--- config.mk ---
export PLATFORM = sky130hd
export DESIGN_NAME = fetch_sequencer_flat
export DESIGN_NICKNAME = d
export VERILOG_FILES = /design/src/rtl/fetch_seq_pkg.sv /design/src/rtl/fetch_sequencer_if.sv /design/src/rtl/fetch_credit_cnt.sv /design/src/rtl/fetch_sequencer.sv /design/src/flat_wrapper.sv
export SDC_FILE = /design/constraint.sdc
export NUM_CORES = 1
export LEC_CHECK = 0
export ABC_AREA = 1
export CORE_UTILIZATION = 43
export DETAILED_ROUTE_END_ITERATION = 10
export PLACE_DENSITY = 0.85
export RECOVER_POWER = 25
export REMOVE_ABC_BUFFERS = 1
export SLEW_MARGIN = 15
export SYNTH_ARGS = -nofsm -noshare
export SYNTH_HDL_FRONTEND = slang
export SYNTH_SLANG_ARGS = --single-unit
--- constraint.sdc ---
create_clock -name clk -period 5.5 [get_ports clk]
set_input_delay 1.1 -clock clk [delete_from_list [all_inputs] [get_ports clk]]
set_output_delay 1.1 -clock clk [all_outputs]
set_load 0.01 [all_outputs]
--- src/rtl/fetch_seq_pkg.sv ---
// rtl/fetch_seq_pkg.sv - shared encodings and default vectors for the fetch sequencer
package fetch_seq_pkg;

    typedef enum logic [1:0] {
        ST_BOOT  = 2'd0,
        ST_RUN   = 2'd1,
        ST_FLUSH = 2'd2,
        ST_HALT  = 2'd3
    } seq_state_e;

    typedef enum logic [1:0] {
        SRC_NONE = 2'd0,
        SRC_EXC  = 2'd1,
        SRC_BR   = 2'd2,
        SRC_JMP  = 2'd3
    } redir_src_e;

    localparam int          DEF_ADDR_W       = 11;
    localparam int          DEF_FIFO_DEPTH   = 8;
    localparam logic [10:0] DEF_RESET_VECTOR = 11'h000;
    localparam logic [10:0] DEF_EXC_VECTOR   = 11'h7F0;

endpackage

--- src/rtl/fetch_sequencer_if.sv ---
// rtl/fetch_sequencer_if.sv - redirect request / PC control / FIFO credit bundle
interface fetch_sequencer_if #(
    parameter int ADDR_W     = 11,
    parameter int FIFO_DEPTH = 8
);
    localparam int OCC_W = $clog2(FIFO_DEPTH + 1);

    logic              exc_valid;
    logic              br_valid;
    logic [ADDR_W-1:0] br_target;
    logic              jmp_valid;
    logic [ADDR_W-1:0] jmp_target;
    logic              halt_req;
    logic              resume_req;
    logic              fifo_pop;
    logic              pc_branch_valid;
    logic [ADDR_W-1:0] pc_branch_address;
    logic              pc_hold;
    logic              fetch_en;
    logic              fifo_flush;
    logic [OCC_W-1:0]  occupancy;
    logic [1:0]        state;

    modport master (
        output exc_valid, br_valid, br_target, jmp_valid, jmp_target,
               halt_req, resume_req, fifo_pop,
        input  pc_branch_valid, pc_branch_address, pc_hold, fetch_en,
               fifo_flush, occupancy, state
    );

    modport slave (
        input  exc_valid, br_valid, br_target, jmp_valid, jmp_target,
               halt_req, resume_req, fifo_pop,
        output pc_branch_valid, pc_branch_address, pc_hold, fetch_en,
               fifo_flush, occupancy, state
    );
endinterface

--- src/rtl/fetch_credit_cnt.sv ---
// rtl/fetch_credit_cnt.sv - fetch FIFO occupancy counter with flush clear and full/empty flags
module fetch_credit_cnt #(
    parameter int DEPTH = 8,
    parameter int CNT_W = $clog2(DEPTH + 1)
) (
    input  logic             clk,
    input  logic             reset,
    input  logic             clear,
    input  logic             inc,
    input  logic             dec,
    output logic [CNT_W-1:0] count,
    output logic             full,
    output logic             empty
);
    logic up;
    logic dn;

    assign full  = (count == CNT_W'(DEPTH));
    assign empty = (count == '0);
    assign up    = inc && !full;
    assign dn    = dec && !empty;

    always_ff @(posedge clk) begin
        if (reset) begin
            count <= '0;
        end else if (clear) begin
            count <= '0;
        end else if (up && !dn) begin
            count <= count + 1'b1;
        end else if (dn && !up) begin
            count <= count - 1'b1;
        end
    end

    // A pop with nothing in the FIFO means the consumer lost track of credits.
    pop_underflow: assert property (@(posedge clk) disable iff (reset) !(dec && empty));

endmodule

--- src/rtl/fetch_sequencer.sv ---
// rtl/fetch_sequencer.sv - PC redirect arbiter and fetch phase FSM; FETCH_SEQ_PERF_EN adds perf counters
module fetch_sequencer
    import fetch_seq_pkg::*;
#(
    parameter int                ADDR_W       = DEF_ADDR_W,
    parameter int                FIFO_DEPTH   = DEF_FIFO_DEPTH,
    parameter logic [ADDR_W-1:0] RESET_VECTOR = DEF_RESET_VECTOR,
    parameter logic [ADDR_W-1:0] EXC_VECTOR   = DEF_EXC_VECTOR
) (
    input  logic                  clk,
    input  logic                  reset,
    fetch_sequencer_if.slave      bus
`ifdef FETCH_SEQ_PERF_EN
    ,
    output logic [15:0]           redirect_cnt,
    output logic [15:0]           stall_cnt
`endif
);
    seq_state_e        state_q;
    redir_src_e        src;
    logic [ADDR_W-1:0] tgt;
    logic              fetch_en;
    logic              flush_d;
    logic              credit_full;
    logic              credit_empty;

    // Priority exc > br > jmp; HALT only wakes on exc, BOOT takes nothing.
    always_comb begin
        src = SRC_NONE;
        tgt = '0;
        if (bus.exc_valid && state_q != ST_BOOT) begin
            src = SRC_EXC;
            tgt = EXC_VECTOR;
        end else if (bus.br_valid && (state_q == ST_RUN || state_q == ST_FLUSH)) begin
            src = SRC_BR;
            tgt = bus.br_target;
        end else if (bus.jmp_valid && (state_q == ST_RUN || state_q == ST_FLUSH)) begin
            src = SRC_JMP;
            tgt = bus.jmp_target;
        end
    end

    assign fetch_en    = (state_q == ST_RUN) && !credit_full;
    assign flush_d     = (state_q == ST_BOOT) || (src != SRC_NONE);
    assign bus.fetch_en = fetch_en;
    assign bus.pc_hold  = !fetch_en;
    assign bus.state    = state_q;

    always_ff @(posedge clk) begin
        if (reset) begin
            state_q               <= ST_BOOT;
            bus.pc_branch_valid   <= 1'b0;
            bus.pc_branch_address <= '0;
            bus.fifo_flush        <= 1'b0;
        end else if (state_q == ST_BOOT) begin
            state_q               <= ST_FLUSH;
            bus.pc_branch_valid   <= 1'b1;
            bus.pc_branch_address <= RESET_VECTOR;
            bus.fifo_flush        <= 1'b1;
        end else if (src != SRC_NONE) begin
            state_q               <= ST_FLUSH;
            bus.pc_branch_valid   <= 1'b1;
            bus.pc_branch_address <= tgt;
            bus.fifo_flush        <= 1'b1;
        end else begin
            bus.pc_branch_valid <= 1'b0;
            bus.fifo_flush      <= 1'b0;
            case (state_q)
                ST_FLUSH: state_q <= ST_RUN;
                ST_RUN:   if (bus.halt_req) state_q <= ST_HALT;
                ST_HALT:  if (bus.resume_req) state_q <= ST_RUN;
                default:  state_q <= ST_BOOT;
            endcase
        end
    end

    fetch_credit_cnt #(.DEPTH(FIFO_DEPTH)) u_credit (
        .clk   (clk),
        .reset (reset),
        .clear (flush_d),
        .inc   (fetch_en),
        .dec   (bus.fifo_pop),
        .count (bus.occupancy),
        .full  (credit_full),
        .empty (credit_empty)
    );

    // Nothing is fetched while flushing, so the FIFO must stay empty there.
    flush_empty: assert property (@(posedge clk) disable iff (reset)
                                  (state_q == ST_FLUSH) |-> credit_empty);

`ifdef FETCH_SEQ_PERF_EN
    always_ff @(posedge clk) begin
        if (reset) begin
            redirect_cnt <= '0;
            stall_cnt    <= '0;
        end else begin
            if (src != SRC_NONE && redirect_cnt != 16'hFFFF)
                redirect_cnt <= redirect_cnt + 16'd1;
            if (state_q == ST_RUN && !fetch_en && stall_cnt != 16'hFFFF)
                stall_cnt <= stall_cnt + 16'd1;
        end
    end
`endif

endmodule

--- src/flat_wrapper.sv ---
// flat-port wrapper written by rule: the top's interface ports become plain ports
module fetch_sequencer_flat import fetch_seq_pkg::*;
#(
    parameter int                ADDR_W       = DEF_ADDR_W,
    parameter int                FIFO_DEPTH   = DEF_FIFO_DEPTH,
    parameter logic [ADDR_W-1:0] RESET_VECTOR = DEF_RESET_VECTOR,
    parameter logic [ADDR_W-1:0] EXC_VECTOR   = DEF_EXC_VECTOR
)
  (clk, reset, bus_exc_valid, bus_br_valid, bus_br_target, bus_jmp_valid, bus_jmp_target, bus_halt_req, bus_resume_req, bus_fifo_pop, bus_pc_branch_valid, bus_pc_branch_address, bus_pc_hold, bus_fetch_en, bus_fifo_flush, bus_occupancy, bus_state);
  fetch_sequencer_if #(.ADDR_W(ADDR_W), .FIFO_DEPTH(FIFO_DEPTH)) bus_i ();
  input  logic clk;
  input  logic reset;
  input wire logic [$bits(bus_i.exc_valid)-1:0] bus_exc_valid;
  input wire logic [$bits(bus_i.br_valid)-1:0] bus_br_valid;
  input wire logic [$bits(bus_i.br_target)-1:0] bus_br_target;
  input wire logic [$bits(bus_i.jmp_valid)-1:0] bus_jmp_valid;
  input wire logic [$bits(bus_i.jmp_target)-1:0] bus_jmp_target;
  input wire logic [$bits(bus_i.halt_req)-1:0] bus_halt_req;
  input wire logic [$bits(bus_i.resume_req)-1:0] bus_resume_req;
  input wire logic [$bits(bus_i.fifo_pop)-1:0] bus_fifo_pop;
  output wire logic [$bits(bus_i.pc_branch_valid)-1:0] bus_pc_branch_valid;
  output wire logic [$bits(bus_i.pc_branch_address)-1:0] bus_pc_branch_address;
  output wire logic [$bits(bus_i.pc_hold)-1:0] bus_pc_hold;
  output wire logic [$bits(bus_i.fetch_en)-1:0] bus_fetch_en;
  output wire logic [$bits(bus_i.fifo_flush)-1:0] bus_fifo_flush;
  output wire logic [$bits(bus_i.occupancy)-1:0] bus_occupancy;
  output wire logic [$bits(bus_i.state)-1:0] bus_state;
  assign bus_i.exc_valid = bus_exc_valid;
  assign bus_i.br_valid = bus_br_valid;
  assign bus_i.br_target = bus_br_target;
  assign bus_i.jmp_valid = bus_jmp_valid;
  assign bus_i.jmp_target = bus_jmp_target;
  assign bus_i.halt_req = bus_halt_req;
  assign bus_i.resume_req = bus_resume_req;
  assign bus_i.fifo_pop = bus_fifo_pop;
  assign bus_pc_branch_valid = bus_i.pc_branch_valid;
  assign bus_pc_branch_address = bus_i.pc_branch_address;
  assign bus_pc_hold = bus_i.pc_hold;
  assign bus_fetch_en = bus_i.fetch_en;
  assign bus_fifo_flush = bus_i.fifo_flush;
  assign bus_occupancy = bus_i.occupancy;
  assign bus_state = bus_i.state;
  fetch_sequencer #(.ADDR_W(ADDR_W), .FIFO_DEPTH(FIFO_DEPTH), .RESET_VECTOR(RESET_VECTOR), .EXC_VECTOR(EXC_VECTOR)) u_core (.clk(clk), .reset(reset), .bus(bus_i));
endmodule
==> impl_metrics.env, run 1 <==
export IMPL_status="completed"
export IMPL_cts_hold_buf=0
export IMPL_antenna_found_initial=0
export IMPL_netlist_area_mm2=0.001031
export IMPL_fillCellCount=184
export IMPL_cp_max_fo=7
export IMPL_arrival_ns=1.89
export IMPL_clk_pin_slew_ns=0.10
export IMPL_max_freq_mhz=334.1
export IMPL_drt_initial_drc_count=26
export IMPL_hold_violations=0
export IMPL_wl_per_cell_um=11.86
export IMPL_critPathMaxStageDelay_ns=0.59
export IMPL_syn_to_final_growth_pct=51.82
export IMPL_path_buf_inv=3
export IMPL_path_cells="inv_1 > ha_1 > inv_1 > a31oi_1 > clkdlybuf4s50_1"
export IMPL_holdWs_ns=0.4837
export IMPL_final_nets=231
export IMPL_drc=0
export IMPL_place_hpwl_um=2106
export IMPL_clk_latency_ns=0.29
export IMPL_slew_violations=0
export IMPL_fin_worst_skew_ns=0.001333
export IMPL_fin_tns_setup_ns=0
export IMPL_grt_pass1_wl_um=4319
export IMPL_min_period_ns=2.993
export IMPL_cp_required_ns=4.40
export IMPL_routabilityCongestion=0.7251
export IMPL_dr_pass1_iters=4
export IMPL_fp_dieW_um=50.97
export IMPL_ir_drop_v=0.0001708
export IMPL_cts_root_buf="clkbuf_4"
export IMPL_viasPerCell=5.132
export IMPL_p_total_uw=327.5
export IMPL_maxCapViolCount=0
export IMPL_die_area_mm2=0.002597
export IMPL_cts_sinks=18
export IMPL_slew_headroom=0.5456
export IMPL_preCtsSetupSlack_ns=2.613
export IMPL_cts_tree="done"
export IMPL_grt_max_degree=12
export IMPL_cellPowerDensity_mw_per_mm2=209.2
export IMPL_ys_warnings_count=0
export IMPL_synth_cell_types=21
export IMPL_ctsResizeCount=0
export IMPL_syn_mean_instance_area_um2=7.364
export IMPL_setup_viol=0
export IMPL_cp_start_kind="flop"
export IMPL_synth_seq_cells=18
export IMPL_cts_buffers=3
export IMPL_fin_ws_ns=2.507
export IMPL_grt_pass1_vias=1095
export IMPL_grt_overflow=0
export IMPL_vias=1124
export IMPL_fp_dieH_um=50.97
export IMPL_end_kind="output port"
export IMPL_diodes=0
export IMPL_post_cts_buffers=0
export IMPL_rsz0062_at_grt="false"
export IMPL_cp_slowest_cell="clkdlybuf4s50_1"
export IMPL_path_common_cell="inv_1"
export IMPL_wl_um=2598
export IMPL_track_usage=0.2179
export IMPL_layout_commonest_cell="clkdlybuf4s50_1"
export IMPL_layout_drive_gt1_share=0.05236
export IMPL_cts_max_level=1
export IMPL_num_io_pins=51
export IMPL_portBuffers=50
export IMPL_ant_nets=0
export IMPL_period_share=0.5442
export IMPL_cts_buffer_depth=2
export IMPL_syn_inst=140
export IMPL_rows=17
export IMPL_ys_seq_area_frac=0.3495
export IMPL_core_area_mm2=0.002233
export IMPL_hold_path_class="reg2reg"
export IMPL_p_leak_uw=0.0006444
export IMPL_path_delay_family="buffers and inverters"
export IMPL_final_core_util=0.7008
export IMPL_start_util=0.4616
export IMPL_worst_pin_slew_ns=0.6791
export IMPL_final_cell_mix="clkdlybuf4s50_1 (44), nand2_1 (27), inv_1 (22)"
export IMPL_path_class="reg2out"
## cell usage after synthesis
| master | number | area share |
|---|---|---|
| a211oi_2 | 1 | 0.012 |
| a21oi_1 | 14 | 0.068 |
| a22oi_1 | 8 | 0.058 |
| a31oi_1 | 1 | 0.0061 |
| buf_2 | 2 | 0.0097 |
| buf_4 | 1 | 0.0073 |
| dfxtp_1 | 18 | 0.35 |
| fa_1 | 1 | 0.019 |
| ha_1 | 8 | 0.097 |
| inv_1 | 22 | 0.080 |
| inv_2 | 2 | 0.0073 |
| nand2_1 | 27 | 0.098 |
| nand3_1 | 3 | 0.015 |
| nand3_4 | 1 | 0.017 |
| nor2_1 | 12 | 0.044 |
| nor2_2 | 1 | 0.0061 |
| nor2_4 | 1 | 0.011 |
| o21ai_0 | 9 | 0.044 |
| o22ai_1 | 5 | 0.030 |
| or2_2 | 2 | 0.012 |
| xor2_1 | 1 | 0.0085 |
## through the flow
step / cells / cell area [µm²]
global route: 219 / 1565
CTS: 219 / 1585
finish: 219 / 1565
detailed placement: 215 / 1549
global placement: 215 / 1549
floorplan: 137 / 1013
## registers in the layout (all words and copies together), names as in the netlist
signal,count
u_core.bus.pc_branch_address,11
u_core.u_credit.count,4
u_core.bus.state,2
u_core.bus.pc_branch_valid,1
## final timing paths
check                                               startpoint                                      endpoint  slack [ns]  cells after the start
setup / recovery              u_core.bus.state[1]$_SDFFE_PP0P_                                  bus_fetch_en        2.51                      5
hold / removal    u_core.bus.pc_branch_address[0]$_SDFFE_PP0P_  u_core.bus.pc_branch_address[0]$_SDFFE_PP0P_        0.48                      2
setup reg to reg              u_core.bus.state[1]$_SDFFE_PP0P_         u_core.u_credit.count[3]$_SDFFE_PP0P_        3.18                     13
hold reg to reg   u_core.bus.pc_branch_address[0]$_SDFFE_PP0P_  u_core.bus.pc_branch_address[0]$_SDFFE_PP0P_        0.48                      2
## kinds of logic after synthesis
| family | synth area share |
|---|---|
| and+or+nand+nor | 0.2027 |
| buffers and inverters | 0.1044 |
| AOI/OAI and AO/OA | 0.2185 |
| adders and majority gates | 0.1165 |
| xor gates and xnor gates | 0.008497 |
| DFF | 0.3495 |
## report_power, final
group          internal (µW)  switching, µW  total [µW]
Clock                   40.3           40.5        80.8
Sequential               139           4.93         144
Combinational           50.9           52.2         103
## worst reg2reg max path, delay by kind of cell (launching register included)
kind | cells | cell delay [ns]
fa+ha+maj | 3 | 0.70
buf+inv | 3 | 0.34
compound gates | 2 | 0.36
flops | 1 | 0.34
simple gates | 5 | 0.52
## cell type report
class | instances | area (µm²) | share of cell area
well taps | 28 | 35.03 | 0.02238
flip-flops and latches | 18 | 360.3 | 0.2302
repair buffers | 50 | 500.5 | 0.3197
multi-input cells | 95 | 543.0 | 0.3469
clock buffers | 4 | 36.28 | 0.02318
inverters | 24 | 90.09 | 0.05755
## metal layers
layer / vias to the layer above / track usage / share of wire
met5: - / 0 / 0
met2: 55 / 0.4057 / 0.51
li1: 561 / - / -
met3: 6 / 0.05357 / 0.077
met1: 502 / 0.2285 / 0.40
met4: 0 / 0.09259 / 0.017
(Power assumes the default switching activity.)
==> inputs of run 2 (changes only) <==
CORE_UTILIZATION = 40   (was 43)
PLACE_DENSITY = 0.8   (was 0.85)
clock period = 2.9 ns   (was 5.5 ns; I/O delays follow)
==> run 2 against run 1 <==
Non-clock buffer count unchanged. Setup slack worse by 2.0 ns. Clock power up 94%. Clock skew up 0.0016 ns. Count of clock-buffer cells in the layout unchanged. Combinational power up 88%. Global-route usage down 1.0 points. Sequential share of layout area about the same. First-iteration DRC count down 54%. Critical path type unchanged. Largest power group unchanged.
==> impl_metrics.env, run 2 (same netlist as run 1, synthesis figures left out) <==
export IMPL_status="completed"
export IMPL_period_share=0.8334
export IMPL_grtUsageMet3=0.03768
export IMPL_maxCapViolCount=0
export IMPL_track_usage=0.2078
export IMPL_cts_max_level=1
export IMPL_p_leak_uw=0.0006482
export IMPL_cts_root_buf="clkbuf_4"
export IMPL_cts_hold_buf=0
export IMPL_ctsResizeCount=0
export IMPL_syn_to_final_growth_pct=52.06
export IMPL_dr_pass1_iters=4
export IMPL_vias=1093
export IMPL_layout_drive_gt1_share=0.05236
export IMPL_arrival_ns=1.84
export IMPL_viasPerCell=4.946
export IMPL_largest_reg_flops=11
export IMPL_slew_violations=0
export IMPL_min_period_ns=2.417
export IMPL_clk_latency_ns=0.29
export IMPL_rr_worst_depth=13
export IMPL_routabilityCongestion=0.7756
export IMPL_die_area_mm2=0.002785
export IMPL_drt_initial_drc_count=12
export IMPL_grt_pass1_wl_um=4291
export IMPL_cts_buffer_depth=2
export IMPL_grt_max_degree=12
export IMPL_final_core_util=0.6386
export IMPL_fp_dieW_um=52.77
export IMPL_path_common_cell="inv_1"
export IMPL_layout_commonest_cell="clkdlybuf4s50_1"
export IMPL_core_area_mm2=0.002455
export IMPL_fin_worst_skew_ns=0.002939
export IMPL_post_cts_buffers=0
export IMPL_cp_required_ns=2.32
export IMPL_grt_overflow=0
export IMPL_antenna_found_initial=0
export IMPL_portBuffers=50
export IMPL_start_util=0.4200
export IMPL_cts_sinks=18
export IMPL_diodes=0
export IMPL_final_nets=231
export IMPL_hold_violations=0
export IMPL_use_met1=0.2242
export IMPL_wl_per_cell_um=11.71
export IMPL_multi_input_area_um2=543.0
export IMPL_setup_viol=0
export IMPL_slew_headroom=0.5128
export IMPL_hold_path_class="reg2reg"
export IMPL_cp_slowest_cell="clkdlybuf4s50_1"
export IMPL_ff2ff_setup_slack_ns=0.67
export IMPL_place_hpwl_um=2112
export IMPL_rsz0062_at_grt="false"
export IMPL_cts_tree="done"
export IMPL_holdWs_ns=0.4827
export IMPL_drc=0
export IMPL_holdPathStages=2
export IMPL_rows=18
export IMPL_path_cells="inv_1 > ha_1 > inv_1 > a31oi_1 > clkdlybuf4s50_1"
export IMPL_worst_pin_slew_ns=0.7281
export IMPL_cellPowerDensity_mw_per_mm2=397.9
export IMPL_ant_nets=0
export IMPL_grt_use_met2=0.3945
export IMPL_ff_latch_area_um2=360.3
export IMPL_cts_buffers=3
export IMPL_fin_tns_setup_ns=0
export IMPL_end_kind="output port"
export IMPL_num_io_pins=51
export IMPL_critPathMaxStageDelay_ns=0.58
export IMPL_fp_dieH_um=52.77
export IMPL_clk_pin_slew_ns=0.11
export IMPL_fillCellCount=229
export IMPL_cp_start_kind="flop"
export IMPL_wl_um=2587
export IMPL_grt_busiest_layer="met2"
export IMPL_grt_pass1_vias=1061
export IMPL_path_class="reg2out"
export IMPL_ir_drop_v=0.0002617
export IMPL_final_cell_mix="clkdlybuf4s50_1 (43), nand2_1 (27), inv_1 (22)"
export IMPL_top_register="u_core.bus.pc_branch_address"
export IMPL_cp_max_fo=7
export IMPL_max_freq_mhz=413.8
==> run 2: critical path: cells and delay by family, from the launching register on <==
kind,cells,cell delay [ns]
flip-flops,1,0.34
adder cells (fa/ha/maj),1,0.18
buffers and inverters,3,0.81
AO/OA/AOI/OAI,1,0.22
==> run 2: final cells by class <==
cell class	instances	share of cell area
Timing Repair Buffer	50	0.3192
Clock buffer	4	0.02314
Sequential cell	18	0.2298
Tap cell	30	0.02394
Multi-Input combinational cell	95	0.3464
Inverter	24	0.05746
==> run 2: stage by stage <==
stage          setup WS (ns)  power, µW  cell area [µm²]  cells
2_1_floorplan         0.6895      381.4             1013    137
3_3_place_gp          0.6197      475.8             1551    217
3_5_place_dp          0.5369      483.1             1551    217
4_1_cts               0.4628      640.9             1588    221
5_1_grt               0.3203      663.5             1568    221
6_report              0.4831      623.8             1568    221
==> run 2: final timing paths <==
check,startpoint,end
min reg2reg,u_core.bus.pc_branch_address[2]$_SDFFE_PP0P_,u_core.bus.pc_branch_address[2]$_SDFFE_PP0P_
min,u_core.bus.pc_branch_address[2]$_SDFFE_PP0P_,u_core.bus.pc_branch_address[2]$_SDFFE_PP0P_
max reg2reg,u_core.bus.state[1]$_SDFFE_PP0P_,u_core.u_credit.count[3]$_SDFFE_PP0P_
max,u_core.bus.state[1]$_SDFFE_PP0P_,bus_fetch_en
==> run 2: metal layers <==
metal	share of wire	vias to the layer above
met2	0.51	42
met4	0.0070	0
met3	0.058	2
met5	0	-
li1	-	556
met1	0.42	493
==> run 2: where the power goes <==
| group | total, µW | switching (µW) | internal, µW |
|---|---|---|---|
| Sequential | 272 | 9.21 | 263 |
| Clock | 157 | 80.9 | 76.4 |
| Combinational | 194 | 98.6 | 95.7 |
==> inputs of run 3 (changes only) <==
clock period = 2.3 ns   (was 2.9 ns; I/O delays follow)
==> run 3 against run 2 <==
Global-route usage unchanged. Total power is 27% higher. Cell area up 2.2%. Flip-flop and latch count did not move. Sequential share of layout area fell by 0.41 points. Sequential power rose by 26%. First-iteration DRC count did not move. Largest cell class unchanged.
==> impl_metrics.env, run 3 (same netlist as run 1, synthesis figures left out) <==
export IMPL_cp_start_kind="flop"
export IMPL_layout_commonest_cell="clkdlybuf4s50_1"
export IMPL_largest_reg_flops=11
export IMPL_period_share=0.9188
export IMPL_grt_overflow=0
export IMPL_viasPerCell=4.892
export IMPL_core_area_mm2=0.002455
export IMPL_routabilityCongestion=0.7479
export IMPL_rsz0062_at_grt="false"
export IMPL_cts_tree="done"
export IMPL_fin_tns_setup_ns=0
export IMPL_syn_to_final_growth_pct=55.34
export IMPL_ir_drop_v=0.0003579
export IMPL_p_comb_frac=0.319
export IMPL_place_hpwl_um=2036
export IMPL_cts_max_level=1
export IMPL_fin_worst_skew_ns=0.0007536
export IMPL_path_class="reg2out"
export IMPL_final_core_util=0.6524
export IMPL_drt_initial_drc_count=12
export IMPL_power_frac_seq=0.433
export IMPL_critPathMaxStageDelay_ns=0.52
export IMPL_vias=1091
export IMPL_top_register="u_core.bus.pc_branch_address"
export IMPL_fillCellCount=206
export IMPL_power_switching_uw=240.2
export IMPL_path_common_cell="inv_1"
export IMPL_ant_nets=0
export IMPL_p_clk_frac=0.248
export IMPL_hold_path_class="reg2reg"
export IMPL_swShare=0.3022
export IMPL_grt_pass1_wl_um=4236
export IMPL_start_util=0.4200
export IMPL_cts_buffer_depth=2
export IMPL_rows=18
export IMPL_p_leak_uw=0.0006555
export IMPL_setup_viol=0
export IMPL_portBuffers=50
export IMPL_track_usage=0.2078
export IMPL_slew_headroom=0.7328
export IMPL_antenna_found_initial=0
export IMPL_wl_per_cell_um=12.02
export IMPL_min_period_ns=2.113
export IMPL_cts_buffers=3
export IMPL_clk_latency_ns=0.29
export IMPL_fp_dieH_um=52.77
export IMPL_fp_dieW_um=52.77
export IMPL_drc=0
export IMPL_worst_pin_slew_ns=0.3993
export IMPL_arrival_ns=1.65
export IMPL_cts_hold_buf=0
export IMPL_dr_pass1_iters=4
export IMPL_cp_max_fo=4
export IMPL_wl_um=2681
export IMPL_cts_root_buf="clkbuf_4"
export IMPL_layout_drive_gt1_share=0.08290
export IMPL_path_cells="inv_2 > ha_1 > inv_1 > a31oi_4 > inv_1 > clkdlybuf4s50_1"
export IMPL_p_int_uw=554.4
export IMPL_diodes=0
export IMPL_grt_max_degree=12
export IMPL_cellPowerDensity_mw_per_mm2=496.1
export IMPL_cp_required_ns=1.84
export IMPL_slew_violations=0
export IMPL_maxCapViolCount=0
export IMPL_status="completed"
export IMPL_max_freq_mhz=473.2
export IMPL_ff_latch_area_um2=361.6
export IMPL_cp_slowest_cell="clkdlybuf4s50_1"
export IMPL_cts_sinks=18
export IMPL_final_nets=233
export IMPL_multi_input_area_um2=560.5
export IMPL_end_kind="output port"
export IMPL_clk_pin_slew_ns=0.11
export IMPL_die_area_mm2=0.002785
export IMPL_holdWs_ns=0.4803
export IMPL_hold_violations=0
export IMPL_grt_pass1_vias=1048
export IMPL_final_cell_mix="clkdlybuf4s50_1 (43), nand2_1 (27), inv_1 (21)"
export IMPL_num_io_pins=51
-- run 3: stage by stage --
| step | cells | power [µW] | area [µm²] | worst slack [ns] |
|---|---|---|---|---|
| finish | 223 | 794.6 | 1602 | 0.1868 |
| global route | 223 | 841.5 | 1602 | 0.03412 |
| CTS | 222 | 802.1 | 1595 | 0.001947 |
| detailed placement | 218 | 608.0 | 1559 | 0.05334 |
| global placement | 218 | 602.0 | 1559 | 0.1382 |
| floorplan | 137 | 480.9 | 1013 | 0.08949 |
-- run 3: critical path: cells and delay by family (launching register included) --
kind,cells,cell delay [ns]
fa+ha+maj,1,0.17
buf+inv,4,0.77
compound gates,1,0.05
flops,1,0.38
-- run 3: final timing paths --
path | startpoint | endpoint | slack [ns] | cells past startpoint
worst max-delay path | u_core.bus.state[1]$_SDFFE_PP0P_ | bus_pc_hold | 0.19 | 6
worst min-delay path | u_core.bus.pc_branch_address[2]$_SDFFE_PP0P_ | u_core.bus.pc_branch_address[2]$_SDFFE_PP0P_ | 0.48 | 2
worst max register to register | u_core.u_credit.count[1]$_SDFFE_PP0P_ | u_core.u_credit.count[3]$_SDFFE_PP0P_ | 0.21 | 12
worst min register to register | u_core.bus.pc_branch_address[2]$_SDFFE_PP0P_ | u_core.bus.pc_branch_address[2]$_SDFFE_PP0P_ | 0.48 | 2
-- run 3: power by group through the flow --
stage | clock network (µW) | logic [µW] | registers, µW
2_1_floorplan | 0 | 120 | 361
3_3_place_gp | 0 | 252 | 350
3_5_place_dp | 0 | 257 | 351
4_1_cts | 199 | 259 | 344
5_1_grt | 214 | 281 | 346
6_report | 197 | 253 | 344
-- run 3: per-layer routing --
| layer | wire length (µm) | vias up | global-route usage |
|---|---|---|---|
| met1 | 1085 | 487 | 0.2312 |
| met3 | 146 | 4 | 0.02609 |
| li1 | - | 562 | - |
| met4 | 41 | 0 | 0.09211 |
| met5 | 0 | - | 0 |
| met2 | 1408 | 38 | 0.3861 |
-- run 3: area by class of cell --
cell class	count	area share
Multi-Input combinational cell	95	0.3500
Timing Repair Buffer	52	0.3219
Sequential cell	18	0.2258
Inverter	24	0.05625
Tap cell	30	0.02344
Clock buffer	4	0.02266
-- run 3: timing repair --
action	in CTS	in global routing
gates resized for setup	0	5
setup buffers	0	1
setup endpoints to repair	0	4
